## src/rtl/mc_control.sv

```systemverilog
// Multi-cycle control FSM for the 32-bit core: decodes opcode/funct, drives the
// datapath strobes, sequences memory accesses and counts retired instructions.
module mc_control #(
  parameter bit TRAP_ON_OF = 1'b1,
  parameter int CNT_W      = 32
) (
  input  logic             clk,
  input  logic             rst_n,
  input  logic [5:0]       opcode,
  input  logic [5:0]       funct,
  input  logic             zero,
  input  logic             of,
  input  logic             mem_ready,
  output logic [2:0]       alu_op,
  output logic             alu_src_a,
  output logic [1:0]       alu_src_b,
  output logic             iord,
  output logic             mem_read,
  output logic             mem_write,
  output logic             ir_write,
  output logic             pc_write,
  output logic [1:0]       pc_src,
  output logic             reg_dst,
  output logic             mem_to_reg,
  output logic             reg_write,
  output logic             trap,
  output logic [CNT_W-1:0] retired
);

  localparam logic [3:0] FETCH    = 4'd0;
  localparam logic [3:0] DECODE   = 4'd1;
  localparam logic [3:0] MEM_ADDR = 4'd2;
  localparam logic [3:0] MEM_RD   = 4'd3;
  localparam logic [3:0] MEM_WB   = 4'd4;
  localparam logic [3:0] MEM_WR   = 4'd5;
  localparam logic [3:0] EXEC_R   = 4'd6;
  localparam logic [3:0] EXEC_I   = 4'd7;
  localparam logic [3:0] ALU_WB   = 4'd8;
  localparam logic [3:0] BRANCH   = 4'd9;
  localparam logic [3:0] JUMP     = 4'd10;
  localparam logic [3:0] TRAP     = 4'd11;

  localparam logic [2:0] ALU_AND = 3'b000;
  localparam logic [2:0] ALU_OR  = 3'b001;
  localparam logic [2:0] ALU_ADD = 3'b010;
  localparam logic [2:0] ALU_SUB = 3'b110;
  localparam logic [2:0] ALU_SLT = 3'b111;

  localparam logic [5:0] OP_RTYPE = 6'h00;
  localparam logic [5:0] OP_J     = 6'h02;
  localparam logic [5:0] OP_BEQ   = 6'h04;
  localparam logic [5:0] OP_ADDI  = 6'h08;
  localparam logic [5:0] OP_LW    = 6'h23;
  localparam logic [5:0] OP_SW    = 6'h2B;

  localparam logic [5:0] FN_ADD = 6'h20;
  localparam logic [5:0] FN_SUB = 6'h22;
  localparam logic [5:0] FN_AND = 6'h24;
  localparam logic [5:0] FN_OR  = 6'h25;
  localparam logic [5:0] FN_SLT = 6'h2A;

  logic [3:0] state;
  logic [3:0] next_state;
  logic [2:0] r_op;
  logic       funct_ok;
  logic [2:0] exec_op;
  logic       is_arith;
  logic       of_trap;
  logic       retire;

  // IR is stable for the whole instruction, so ALU_WB re-derives the EXEC op
  // from opcode/funct and the overflow flag stays meaningful there.
  always_comb begin
    r_op     = ALU_ADD;
    funct_ok = 1'b1;
    case (funct)
      FN_ADD:  r_op = ALU_ADD;
      FN_SUB:  r_op = ALU_SUB;
      FN_AND:  r_op = ALU_AND;
      FN_OR:   r_op = ALU_OR;
      FN_SLT:  r_op = ALU_SLT;
      default: funct_ok = 1'b0;
    endcase
  end

  assign exec_op  = (opcode == OP_RTYPE) ? r_op : ALU_ADD;
  assign is_arith = ((opcode == OP_RTYPE) && ((funct == FN_ADD) || (funct == FN_SUB)))
                    || (opcode == OP_ADDI);
  assign of_trap  = TRAP_ON_OF && of && is_arith;

  always_comb begin
    next_state = state;
    case (state)
      FETCH:    next_state = mem_ready ? DECODE : FETCH;
      DECODE: begin
        case (opcode)
          OP_RTYPE:     next_state = EXEC_R;
          OP_LW, OP_SW: next_state = MEM_ADDR;
          OP_BEQ:       next_state = BRANCH;
          OP_J:         next_state = JUMP;
          OP_ADDI:      next_state = EXEC_I;
          default:      next_state = TRAP;
        endcase
      end
      EXEC_R:   next_state = funct_ok ? ALU_WB : TRAP;
      EXEC_I:   next_state = ALU_WB;
      ALU_WB:   next_state = of_trap ? TRAP : FETCH;
      MEM_ADDR: next_state = (opcode == OP_SW) ? MEM_WR : MEM_RD;
      MEM_RD:   next_state = mem_ready ? MEM_WB : MEM_RD;
      MEM_WB:   next_state = FETCH;
      MEM_WR:   next_state = mem_ready ? FETCH : MEM_WR;
      BRANCH:   next_state = FETCH;
      JUMP:     next_state = FETCH;
      TRAP:     next_state = FETCH;
      default:  next_state = FETCH;
    endcase
  end

  // Strobes depend only on state (plus the handshake/flag qualifiers), so
  // reset immediately presents the FETCH decode and kills any write strobe.
  always_comb begin
    alu_op     = 3'b000;
    alu_src_a  = 1'b0;
    alu_src_b  = 2'd0;
    iord       = 1'b0;
    mem_read   = 1'b0;
    mem_write  = 1'b0;
    ir_write   = 1'b0;
    pc_write   = 1'b0;
    pc_src     = 2'd0;
    reg_dst    = 1'b0;
    mem_to_reg = 1'b0;
    reg_write  = 1'b0;
    trap       = 1'b0;
    case (state)
      FETCH: begin
        mem_read  = 1'b1;
        alu_src_b = 2'd1;
        alu_op    = ALU_ADD;
        ir_write  = mem_ready;
        pc_write  = mem_ready;
      end
      DECODE: begin
        alu_src_b = 2'd3;
        alu_op    = ALU_ADD;
      end
      EXEC_R: begin
        alu_src_a = 1'b1;
        alu_op    = r_op;
      end
      EXEC_I, MEM_ADDR: begin
        alu_src_a = 1'b1;
        alu_src_b = 2'd2;
        alu_op    = ALU_ADD;
      end
      ALU_WB: begin
        alu_op    = exec_op;
        reg_dst   = (opcode == OP_RTYPE);
        reg_write = ~of_trap;
      end
      MEM_RD: begin
        mem_read = 1'b1;
        iord     = 1'b1;
      end
      MEM_WB: begin
        reg_write  = 1'b1;
        mem_to_reg = 1'b1;
      end
      MEM_WR: begin
        mem_write = 1'b1;
        iord      = 1'b1;
      end
      BRANCH: begin
        alu_src_a = 1'b1;
        alu_op    = ALU_SUB;
        pc_src    = 2'd1;
        pc_write  = zero;
      end
      JUMP: begin
        pc_src   = 2'd2;
        pc_write = 1'b1;
      end
      TRAP: begin
        trap     = 1'b1;
        pc_src   = 2'd3;
        pc_write = 1'b1;
      end
      default: ;
    endcase
  end

  assign retire = ((state == ALU_WB) && !of_trap) || (state == MEM_WB)
                  || ((state == MEM_WR) && mem_ready) || (state == BRANCH)
                  || (state == JUMP);

  always_ff @(posedge clk or negedge rst_n) begin
    if (!rst_n) begin
      state <= FETCH;
    end else begin
      state <= next_state;
    end
  end

  always_ff @(posedge clk or negedge rst_n) begin
    if (!rst_n) begin
      retired <= '0;
    end else if (retire) begin
      retired <= retired + CNT_W'(1);
    end
  end

endmodule

```

## config.mk

```make
export PLATFORM = sky130hd
export DESIGN_NAME = mc_control
export DESIGN_NICKNAME = d
export VERILOG_FILES = /design/src/rtl/mc_control.sv
export SDC_FILE = /design/constraint.sdc
export NUM_CORES = 1
export LEC_CHECK = 0
export BUFFER_PORTS_ARGS = -buffer_cell sky130_fd_sc_hd__buf_4
export CORE_MARGIN = 2
export CORE_UTILIZATION = 41
export CTS_BUF_LIST = sky130_fd_sc_hd__clkbuf_8
export DETAILED_ROUTE_END_ITERATION = 16
export GPL_ROUTABILITY_DRIVEN = 1
export PLACE_DENSITY_LB_ADDON = 0.1
export SLEW_MARGIN = 40
export SYNTH_ARGS = -nofsm -noshare
export SYNTH_HDL_FRONTEND = slang
export SYNTH_SLANG_ARGS = --single-unit
```

## constraint.sdc

```tcl
create_clock -name clk -period 2.04 [get_ports clk]
set_input_delay 0.408 -clock clk [delete_from_list [all_inputs] [get_ports clk]]
set_output_delay 0.408 -clock clk [all_outputs]
set_load 0.005 [all_outputs]
```

==> summary.txt, run 1 <==
Status
  • Status: finished clean

Timing
  • Relative slew margins: 0.697
  • Endpoints failing setup: 0
  • Final hold vios: 0
  • Final Max Tran Viols: 0
  • Unrepaired setup endpoints after global routing: true
  • Max Clock Skew: 6.57 ps
  • Fin crit share: 0.986
  • Peak Freq: 0.497 GHz
  • Final min period: 2010 ps
  • Worst-Margin Slew: 454 ps

Worst setup path
  • Worst path cell trace: buf_4 -> nor3_4 -> and2_4 -> nor2b_4 -> buf_6 -> a31oi_1 -> o31ai_1 -> buf_4
  • Slowest cell on the critical path: o31ai_1
  • CP delay by family, top: simple AND/OR/NAND/NOR gates
  • Worst EP arrival: 1600 ps
  • CP required: 1630 ps
  • Worst path bufs/invs: 3
  • Worst-path maximum fanout: 3
  • Crit path largest cell delay: 230 ps
  • CP most frequent cell: buf_4
  • Startpoint types: primary input
  • Worst setup EP type: output pin
  • CP Class: in -> out

Synth
  • Mapped Cells: 244
  • Flop and latch count out of synthesis: 36
  • Mean post-synth cell area: 9.80 sq um
  • Distinct cell type count after synthesis: 44
  • Synth warn: 0
  • Post-synth EDFFs: 0
  • Syn_nets: 262
  • Synth area leaders: dfrtp_1, xor2_1, nor4_2, nor4b_2, nand4_1
  • Synth async-reset ratio: 1.00
  • Top FF cell, synth: dfrtp_1
  • Synth Cell Area: 2390 sq um
  • Post-synthesis sequential area ratio: 0.377
  • Leading area contributor after synthesis: dfrtp_1
  • Area share of the largest cell type after synthesis: 0.377

Final layout
  • Fill cells: 506
  • Layout area overhead: 40.3%
  • Layout Cells excl Fill: 405
  • FF+latch area: 901 sq um
  • Final Cell Area: 3360 sq um
  • Nets@finish: 350
  • Proportion of layout cells with a drive suffix above 1: 0.432
  • N_diodes: 0
  • Area of the multi-input gates: 1460 sq um

GRT
  • Overflow after GRT: 0
  • Initial antenna violation count: 0
  • Number of global-route vias before repair: 2083
  • Total GRT Usage: 0.191
  • Largest net degree at the start of global routing: 37
  • First-pass GRT wire length: 9.78 mm

Die
  • Initial Util: 0.429
  • Num rows: 27
  • Die X: 80.4 um
  • CORE AREA: 5570 sq um
  • Die area: 6460 sq um
  • Die Height: 80.4 um
  • Io pins: 66

Pwr
  • Max IR drop VDD: 0.588 mV
  • Pwr dens: 890 nW/um^2
  • Leak: 0.00165 uW

Clocking
  • Num CTS Buffers: 5
  • Clock Sinks: 36
  • CTS root buffer: clkbuf_8
  • Clock-pin slew on the worst setup and hold paths: 70 ps
  • Clk Latency, worst-skew pair: 290 ps
  • Clock Path Buffers: 2
  • CTS tree: built
  • Cts hold-fix bufs: 0
  • H-Tree Depth: 2

Route
  • Met2 routed WL: 2.77 mm
  • Top routing layer in use: met4
  • Vias per cell: 5.40
  • Drt first pass iters: 4
  • DR WL/cell: 14.5 um
  • Post-route ant nets: 0
  • Met1 wire length: 2.79 mm
  • # DRC: 0
  • DRT iter0 DRCs: 70
  • Vias: 2188
  • Met3 wire len: 237 um
  • Routed WL: 5.86 mm

Placement
  • Hpwl dp: 4.30 mm
  • Placed cell area: 3110 sq um
  • GP Congestion: 0.829
  • IO Port Bufs: 65
  • Placed cells: 393

Flow run
  • Number of max-cap violations: 0

Hold path
  • HP Class: in -> async
[stage by stage]
stage | TNS, ps | worst slack [ps] | hold slack (ps) | util | power [uW]
after CTS | 0 | 3.95 | 80.7 | 0.588 | 2890
after global routing | -51.8 | -23.1 | 93.6 | 0.602 | 3210
after global placement | -91.0 | -54.7 | 394 | 0.558 | 2150
final | 0 | 27.6 | 61.5 | 0.602 | 2990
after floorplan | 0 | 132 | 112 | - | 1610
after detailed placement | -117 | -88.8 | 397 | 0.558 | 2160
[layout by cell type (no fill, tap or decap), types with 4 or more instances in the layout]
cell and n:
buf_4 85, dfrtp_1 36, xor2_1 30, nor2_1 17, nor4_2 17, nand2_1 16, nand4_1 12, nor3_1 11
and3_1 9, nand3_1 9, o21ai_0 8, buf_6 8, clkbuf_8 7, nor4b_2 6, nor3b_1 4, a31oi_1 4
and2_1 4
[worst paths after layout]
path	cells after the start	end	slack [ps]	from
max in group asynchronous	1	state[1]	1650	rst_n
hold reg to reg	1	retired[31]	470	retired[31]
setup / recovery	8	alu_op[2]	30	opcode[5]
hold / removal	1	retired[29]	60	rst_n
min in group clk	1	retired[31]	470	retired[31]
setup reg to reg	6	retired[7]	80	state[3]
[where the power goes]
| part | internal (uW) | switching [uW] | leakage, uW | total [uW] |
|---|---|---|---|---|
| Combinational | 696 | 720 | 0.00109 | 1420 |
| Sequential | 794 | 87.3 | 0.000490 | 881 |
| Clock | 431 | 260 | 0.0000645 | 691 |
[state kept, by name (all words and copies together) (netlist names)]
name	flops
retired	32
state	4
[kinds of logic (layout without fill, tap and decap cells)]
group,after synthesis,count (layout),synth area share
xor gates and xnor gates,32,32,0.120
AOI/OAI and AO/OA,27,27,0.0743
muxes,1,1,0.00471
and+or+nand+nor,130,130,0.380
adders and majority gates,1,1,0.00523
DFF,36,36,0.377
buffers and inverters,17,106,0.0387
[repair_timing]
action                     4_1_cts  5_1_grt
resized for setup               10       13
setup endpoints to repair        6        7
setup buffers                    0        4
pin swaps                        2        2
[cell usage after synthesis, types with 2 or more instances]
master / number
and3_1: 9
nor2b_1: 3
nand2b_1: 5
dfrtp_1: 36
a21o_1: 2
buf_2: 5
a21oi_1: 2
nor3b_1: 5
a22oi_1: 2
and4_1: 2
xor2_1: 30
a31oi_1: 4
and2_1: 6
inv_1: 3
clkbuf_1: 6
o21ai_0: 8
nor3_1: 13
nand3_1: 9
buf_6: 3
nor4_2: 17
nand4_1: 12
nor4b_2: 6
nand2_1: 16
nor2_1: 20
[layout make-up]
class | instances | area share
multi-input combinational | 191 | 0.435
clock inverter | 1 | 0.00895
tap | 72 | 0.0268
clock buffer | 7 | 0.0287
timing repair buffer | 95 | 0.229
inverter | 3 | 0.00335
sequential | 36 | 0.268
[layer usage]
| layer | vias to the layer above | track usage |
|---|---|---|
| met3 | 6 | 0.0551 |
| met4 | 0 | 0.0441 |
| met2 | 41 | 0.298 |
| met1 | 1072 | 0.260 |
| li1 | 1069 | - |
| met5 | - | 0 |
Note: power is estimated with default switching activity, not from simulation.
==> run 2, diff against run 1 <==
--- a/config.mk
+++ b/config.mk
@@ -6,12 +6,13 @@
 export NUM_CORES = 1
 export LEC_CHECK = 0
 export BUFFER_PORTS_ARGS = -buffer_cell sky130_fd_sc_hd__buf_4
-export CORE_MARGIN = 2
+export CORE_MARGIN = 8
 export CORE_UTILIZATION = 41
 export CTS_BUF_LIST = sky130_fd_sc_hd__clkbuf_8
 export DETAILED_ROUTE_END_ITERATION = 16
 export GPL_ROUTABILITY_DRIVEN = 1
 export PLACE_DENSITY_LB_ADDON = 0.1
+export RECOVER_POWER = 50
 export SLEW_MARGIN = 40
 export SYNTH_ARGS = -nofsm -noshare
 export SYNTH_HDL_FRONTEND = slang
==> run 2 against run 1 <==
Flip-flop and latch count unchanged; via count decreased by 0.37%; wire length increased by 6.6%; largest power group unchanged; combinational power about the same; clock skew increased by 1.6 ps; final cell count increased by 1.2%; sequential share of layout area increased by 0.49 points; non-clock buffer count increased by 3; clock power decreased by 31%; sequential power about the same; maximum frequency increased by 1.5%; first-iteration DRC count increased by 27%.
==> summary.txt, run 2 (synthesis gave the netlist of run 1 again) <==
Status
  • Status: finished clean (unchanged)

Clocking
  • Cts hold-fix bufs: 0 (unchanged)
  • Clock Path Buffers: 2 (unchanged)
  • H-Tree Depth: 2 (unchanged)
  • Clk Latency, worst-skew pair: 290 ps (about the same)
  • CTS root buffer: clkbuf_8 (unchanged)
  • Clock Sinks: 36 (unchanged)
  • Num CTS Buffers: 5 (unchanged)
  • CTS tree: built (unchanged)
  • Clock-pin slew on the worst setup and hold paths: 70 ps (about the same)

Worst setup path
  • Worst r2r path cells: 6 (unchanged)
  • Worst Setup SP: opcode[5] (unchanged)
  • Worst path cell trace: buf_4 -> nor3_4 -> and2_4 -> nor2b_4 -> buf_6 -> a31oi_4 -> o31ai_2 -> buf_4 (was buf_4 -> nor3_4 -> and2_4 -> nor2b_4 -> buf_6 -> a31oi_1 -> o31ai_1 -> buf_4)
  • Worst setup EP type: output pin (unchanged)
  • CP Class: in -> out (unchanged)
  • CP most frequent cell: buf_4 (unchanged)
  • Launching point of the worst reg2reg path: state[3] (unchanged)
  • Worst-path maximum fanout: 3 (unchanged)
  • Worst EP arrival: 1570 ps (was 1600 ps)
  • Startpoint types: primary input (unchanged)
  • CP required: 1630 ps (about the same)
  • Worst r2r dst: retired[7] (unchanged)
  • Critical Path Sink: alu_op[2] (unchanged)
  • Reg-to-reg slack, setup: 170 ps (was 80 ps)
  • Crit path largest cell delay: 220 ps (was 230 ps)
  • Slowest cell on the critical path: o31ai_2 (was o31ai_1)

Final layout
  • Layout area overhead: 38.0% (was 40.3%)
  • Number of flip-flops in the largest register: 32 (unchanged)
  • Largest registers: retired x32, state x4 (unchanged)
  • Proportion of layout cells with a drive suffix above 1: 0.421 (was 0.432)
  • Nets@finish: 353 (was 350)
  • Commonest cells after routing, fill and taps aside: buf_4, dfrtp_1, xor2_1, clkbuf_4, nor2_1 (was buf_4, dfrtp_1, xor2_1, nor2_1, nor4_2)
  • N_diodes: 0 (unchanged)
  • Most common cell after layout, fill and taps aside: buf_4 (unchanged)
  • Layout Cells excl Fill: 410 (was 405)
  • Top reg by flops: retired (unchanged)

Timing
  • Final hold slack: 240 ps (was 61.5 ps)
  • Max Clock Skew: 8.13 ps (was 6.57 ps)
  • Fin crit share: 0.972 (was 0.986)
  • Peak Freq: 0.505 GHz (was 0.497 GHz)
  • Final min period: 1980 ps (was 2010 ps)
  • Setup TNS: 0 ps (unchanged)
  • Relative slew margins: 0.393 (was 0.697)
  • Worst-Margin Slew: 911 ps (was 454 ps)
  • Final hold vios: 0 (unchanged)
  • Endpoints failing setup: 0 (unchanged)
  • Final Max Tran Viols: 0 (unchanged)
  • Setup ws final: 57.9 ps (was 27.6 ps)

Placement
  • Placed cells: 395 (was 393)
  • GP Congestion: 0.799 (was 0.829)
  • IO Port Bufs: 65 (unchanged)
  • Pre-CTS WS: -44.5 ps (was -88.8 ps)
  • Hpwl dp: 4.70 mm (was 4.30 mm)

GRT
  • Initial antenna violation count: 0 (unchanged)
  • Overflow after GRT: 0 (unchanged)
  • First-pass GRT wire length: 10.4 mm (was 9.78 mm)
  • Largest net degree at the start of global routing: 37 (unchanged)
  • Number of global-route vias before repair: 2127 (was 2083)
  • Total GRT Usage: 0.146 (was 0.191)

Route
  • Routed WL: 6.24 mm (was 5.86 mm)
  • DRT iter0 DRCs: 89 (was 70)
  • Post-route ant nets: 0 (unchanged)
  • Drt first pass iters: 4 (unchanged)
  • DR WL/cell: 15.2 um (was 14.5 um)
  • # DRC: 0 (unchanged)
  • Vias: 2180 (was 2188)
  • Vias per cell: 5.32 (was 5.40)

Die
  • Die Height: 92.4 um (was 80.4 um)
  • Initial Util: 0.414 (was 0.429)
  • Die area: 8530 sq um (was 6460 sq um)
  • CORE AREA: 5780 sq um (was 5570 sq um)
  • Io pins: 66 (unchanged)
  • Num rows: 28 (was 27)
  • Die X: 92.4 um (was 80.4 um)

Hold path
  • HP Class: in -> async (unchanged)

Pwr
  • Tot Pwr: 2750 uW (was 2990 uW)
  • Pwr dens: 834 nW/um^2 (was 890 nW/um^2)
  • Leak: 0.00161 uW (was 0.00165 uW)
  • Max IR drop VDD: 0.669 mV (was 0.588 mV)

Flow run
  • Number of max-cap violations: 0 (unchanged)
==> run 2: changes by cell type in the layout (fill, tap and decap cells not counted), sizes merged <==
cell,delta
clkbuf,+22
bufinv,-1
clkinv,+1
buf,-21
inv,+1
==> run 2: metal layers <==
layer | vias to the layer above | track usage | wire (um)
met2 | 50 | 0.236 | 2980
met1 | 1046 | 0.188 | 2930
met5 | - | 0 | 0
li1 | 1077 | - | -
met3 | 7 | 0.0388 | 276
met4 | 0 | 0.0403 | 57
==> run 2: layout make-up <==
cell class | instances | area, sq um
clock inverters | 2 | 8.76
fillers | 547 | 2480
repair buffers | 98 | 759
multi-input cells | 191 | 1460
clock buffers | 5 | 68.8
flip-flops and latches | 36 | 902
well taps | 75 | 93.8
inverters | 3 | 11.3
==> run 2: critical path: cells and delay by family <==
| family | cells | cell delay [ps] |
|---|---|---|
| buf+inv | 3 | 370 |
| simple gates | 3 | 500 |
| compound gates | 2 | 290 |
==> run 2: worst min-delay path by stage <==
| stage | cells after the start | slack [ps] | to |
|---|---|---|---|
| detailed placement | 1 | 390 | retired[18] |
| finish | 1 | 240 | retired[18] |
| floorplan | 0 | 110 | retired[0] |
| global route | 1 | 300 | retired[18] |
| CTS | 1 | 80 | retired[12] |
| global placement | 1 | 400 | retired[18] |
==> run 2: power breakdown <==
part           internal [uW]  switching, uW  total (uW)
sequential               795           87.7         883
combinational            676            720        1400
clock                    227            247         475
==> run 2: per-stage QoR <==
stage | utilization | area (sq um)
2_1_floorplan | - | 2390
3_3_place_gp | 0.537 | 3110
3_5_place_dp | 0.537 | 3110
4_1_cts | 0.553 | 3190
5_1_grt | 0.571 | 3300
6_report | 0.571 | 3300
==> run 2: repair_timing <==
item                                   in CTS  in global routing
resized for setup                           3                 15
buffers inserted                            0                  7
pin swaps                                   0                  2
endpoints found under the hold margin       0                  0
gates cloned                                0                  1
setup endpoints to repair                   4                  7
==> run 3, diff against run 2 <==
--- a/config.mk
+++ b/config.mk
@@ -11,9 +11,10 @@
 export CTS_BUF_LIST = sky130_fd_sc_hd__clkbuf_8
 export DETAILED_ROUTE_END_ITERATION = 16
 export GPL_ROUTABILITY_DRIVEN = 1
+export GPL_TIMING_DRIVEN = 0
 export PLACE_DENSITY_LB_ADDON = 0.1
 export RECOVER_POWER = 50
-export SLEW_MARGIN = 40
+export SLEW_MARGIN = 20
 export SYNTH_ARGS = -nofsm -noshare
 export SYNTH_HDL_FRONTEND = slang
 export SYNTH_SLANG_ARGS = --single-unit
==> constraint.sdc (replaced) <==
create_clock -name clk -period 2.04 [get_ports clk]
set_input_delay 0.204 -clock clk [delete_from_list [all_inputs] [get_ports clk]]
set_output_delay 0.204 -clock clk [all_outputs]
set_load 0.005 [all_outputs]
==> run 3 against run 2 <==
Wire length shrank 1.0%; clock power grew 34%; hold slack gained 50 ps; critical endpoint is now retired[7]; largest cell class unchanged; largest power group unchanged.
==> summary.txt, run 3 (synthesis gave the netlist of run 1 again) <==
Status
  • Status: finished clean (unchanged)

Pwr
  • Pwr dens: 881 nW/um^2 (was 834 nW/um^2)
  • Tot Pwr: 2730 uW (was 2750 uW)
  • Max IR drop VDD: 0.448 mV (was 0.669 mV)
  • Leak: 0.00148 uW (was 0.00161 uW)

Timing
  • Final Max Tran Viols: 0 (unchanged)
  • Setup ws final: 110 ps (was 57.9 ps)
  • Max Clock Skew: 13.4 ps (was 8.13 ps)
  • Fin crit share: 0.946 (was 0.972)
  • Relative slew margins: 0.396 (was 0.393)
  • Unrepaired setup endpoints after global routing: false
  • Final min period: 1930 ps (was 1980 ps)
  • Endpoints failing setup: 0 (unchanged)
  • Setup TNS: 0 ps (unchanged)
  • Peak Freq: 0.518 GHz (was 0.505 GHz)
  • Final hold vios: 0 (unchanged)
  • Worst-Margin Slew: 907 ps (was 911 ps)

Final layout
  • Most common cell after layout, fill and taps aside: buf_4 (unchanged)
  • Commonest cells after routing, fill and taps aside: buf_4, dfrtp_1, xor2_1, clkbuf_4, nor2_1 (unchanged)
  • Largest registers: retired x32, state x4 (unchanged)
  • Number of flip-flops in the largest register: 32 (unchanged)
  • N_diodes: 0 (unchanged)
  • Final Util: 0.537 (was 0.571)
  • Layout area overhead: 29.7% (was 38.0%)
  • Nets@finish: 335 (was 353)
  • FF+latch area: 901 sq um (was 902 sq um)
  • Fill cells: 564 (was 547)
  • Area of the multi-input gates: 1410 sq um (was 1460 sq um)
  • Layout Cells excl Fill: 393 (was 410)
  • Top reg by flops: retired (unchanged)
  • Proportion of layout cells with a drive suffix above 1: 0.358 (was 0.421)

Worst setup path
  • Crit path largest cell delay: 520 ps (was 220 ps)
  • Slowest cell on the critical path: or4b_4 (was o31ai_2)
  • Startpoint types: flip-flop (was primary input)
  • CP most frequent cell: and3_1 (was buf_4)
  • Worst EP arrival: 2120 ps (was 1570 ps)
  • Worst setup EP type: flip-flop (was output pin)
  • Worst path cell trace: nand2b_1 -> and3_1 -> and3_1 -> buf_6 -> or4b_4 -> xnor2_2 (was buf_4 -> nor3_4 -> and2_4 -> nor2b_4 -> buf_6 -> a31oi_4 -> o31ai_2 -> buf_4)
  • CP Class: reg -> reg (was in -> out)
  • CP required: 2230 ps (was 1630 ps)
  • Worst-path maximum fanout: 6 (was 3)

Clocking
  • Clock Sinks: 36 (unchanged)
  • Clock-pin slew on the worst setup and hold paths: 80 ps (was 70 ps)
  • H-Tree Depth: 2 (unchanged)
  • Clock Path Buffers: 2 (unchanged)
  • CTS tree: built (unchanged)
  • Clk Latency, worst-skew pair: 300 ps (was 290 ps)
  • Num CTS Buffers: 5 (unchanged)
  • CTS root buffer: clkbuf_8 (unchanged)

GRT
  • Overflow after GRT: 0 (unchanged)
  • Total GRT Usage: 0.146 (about the same)
  • Initial antenna violation count: 0 (unchanged)
  • First-pass GRT wire length: 10.4 mm (about the same)
  • Number of global-route vias before repair: 2116 (was 2127)
  • Largest net degree at the start of global routing: 37 (unchanged)

Route
  • Drt first pass iters: 4 (unchanged)
  • Routed WL: 6.18 mm (was 6.24 mm)
  • # DRC: 0 (unchanged)
  • Vias per cell: 5.40 (was 5.32)
  • Vias: 2123 (was 2180)
  • DR WL/cell: 15.7 um (was 15.2 um)
  • DRT iter0 DRCs: 93 (was 89)
  • Post-route ant nets: 0 (unchanged)

Die
  • Die Height: 92.4 um (unchanged)
  • Num rows: 28 (unchanged)
  • Initial Util: 0.414 (unchanged)
  • Die X: 92.4 um (unchanged)
  • CORE AREA: 5780 sq um (unchanged)
  • Io pins: 66 (unchanged)
  • Die area: 8530 sq um (unchanged)

Placement
  • Hpwl dp: 4.67 mm (was 4.70 mm)
  • GP Congestion: 0.897 (was 0.799)
  • Pre-CTS WS: 32.7 ps (was -44.5 ps)
  • IO Port Bufs: 65 (unchanged)
  • Placed cells: 384 (was 395)

Flow run
  • Number of max-cap violations: 0 (unchanged)

Hold path
  • HP Class: in -> reg (was in -> async)
run 3: cell count changes in the layout (fill, tap and decap cells not counted), moves of 2 or more:
cell | before | now
buf_2 | 1 | 5
buf_12 | 2 | 0
clkbuf_1 | 3 | 6
clkbuf_4 | 20 | 22
buf_4 | 67 | 40
run 3: worst max-delay path: cells and delay by family, from the launching register on:
| kind | cells | cell delay, ps |
|---|---|---|
| AND/OR/NAND/NOR | 4 | 1140 |
| flip-flops | 1 | 440 |
| XOR/XNOR | 1 | 140 |
| buffers and inverters | 1 | 120 |
run 3: per-layer routing:
| layer | GRT usage | vias to the layer above | wire length, um |
|---|---|---|---|
| met1 | 0.186 | 1030 | 2820 |
| met2 | 0.239 | 53 | 2990 |
| met4 | 0.0376 | 0 | 57 |
| li1 | - | 1033 | - |
| met3 | 0.0405 | 7 | 318 |
| met5 | 0 | - | 0 |
run 3: final timing paths:
kind                       slack [ps]     endpoint         from  cells after the start
max reg2reg                       110   retired[7]     state[3]                      6
min in group asynchronous         560  retired[18]        rst_n                      2
min                               290     state[0]           of                      3
max                               110   retired[7]     state[3]                      6
max in group asynchronous         900   retired[5]        rst_n                      2
min reg2reg                       470  retired[31]  retired[31]                      1
run 3: area by class of cell:
class	instances	share of cell area
plain buffers	14	0.0278
flip-flops and latches	36	0.290
repair buffers	66	0.156
well taps	75	0.0303
clock inverters	3	0.0137
clock buffers	5	0.0222
inverters	3	0.00363
multi-input cells	191	0.456
run 3: stage by stage:
stage,hold WS (ps),instance area [sq um]
3_3_place_gp,193,2970
4_1_cts,281,3100
6_report,290,3100
2_1_floorplan,-91.6,2390
5_1_grt,318,3100
3_5_place_dp,196,2970
run 3: power by group:
group / switching [uW] / internal [uW] / leakage [uW]
logic: 679 / 535 / 0.000939
clock network: 275 / 362 / 0.0000541
registers: 89.8 / 793 / 0.000490
total: 1040 / 1690 / 0.00148
run 3: repair_timing:
| action | 4_1_cts | 5_1_grt |
|---|---|---|
| gates resized for setup | 2 | 7 |
| setup buffers | 0 | 0 |
| hold buffers | 1 | 0 |
| setup endpoints to repair | 2 | 16 |
| endpoints found under the hold margin | 36 | 0 |
| pin swaps | 0 | 1 |
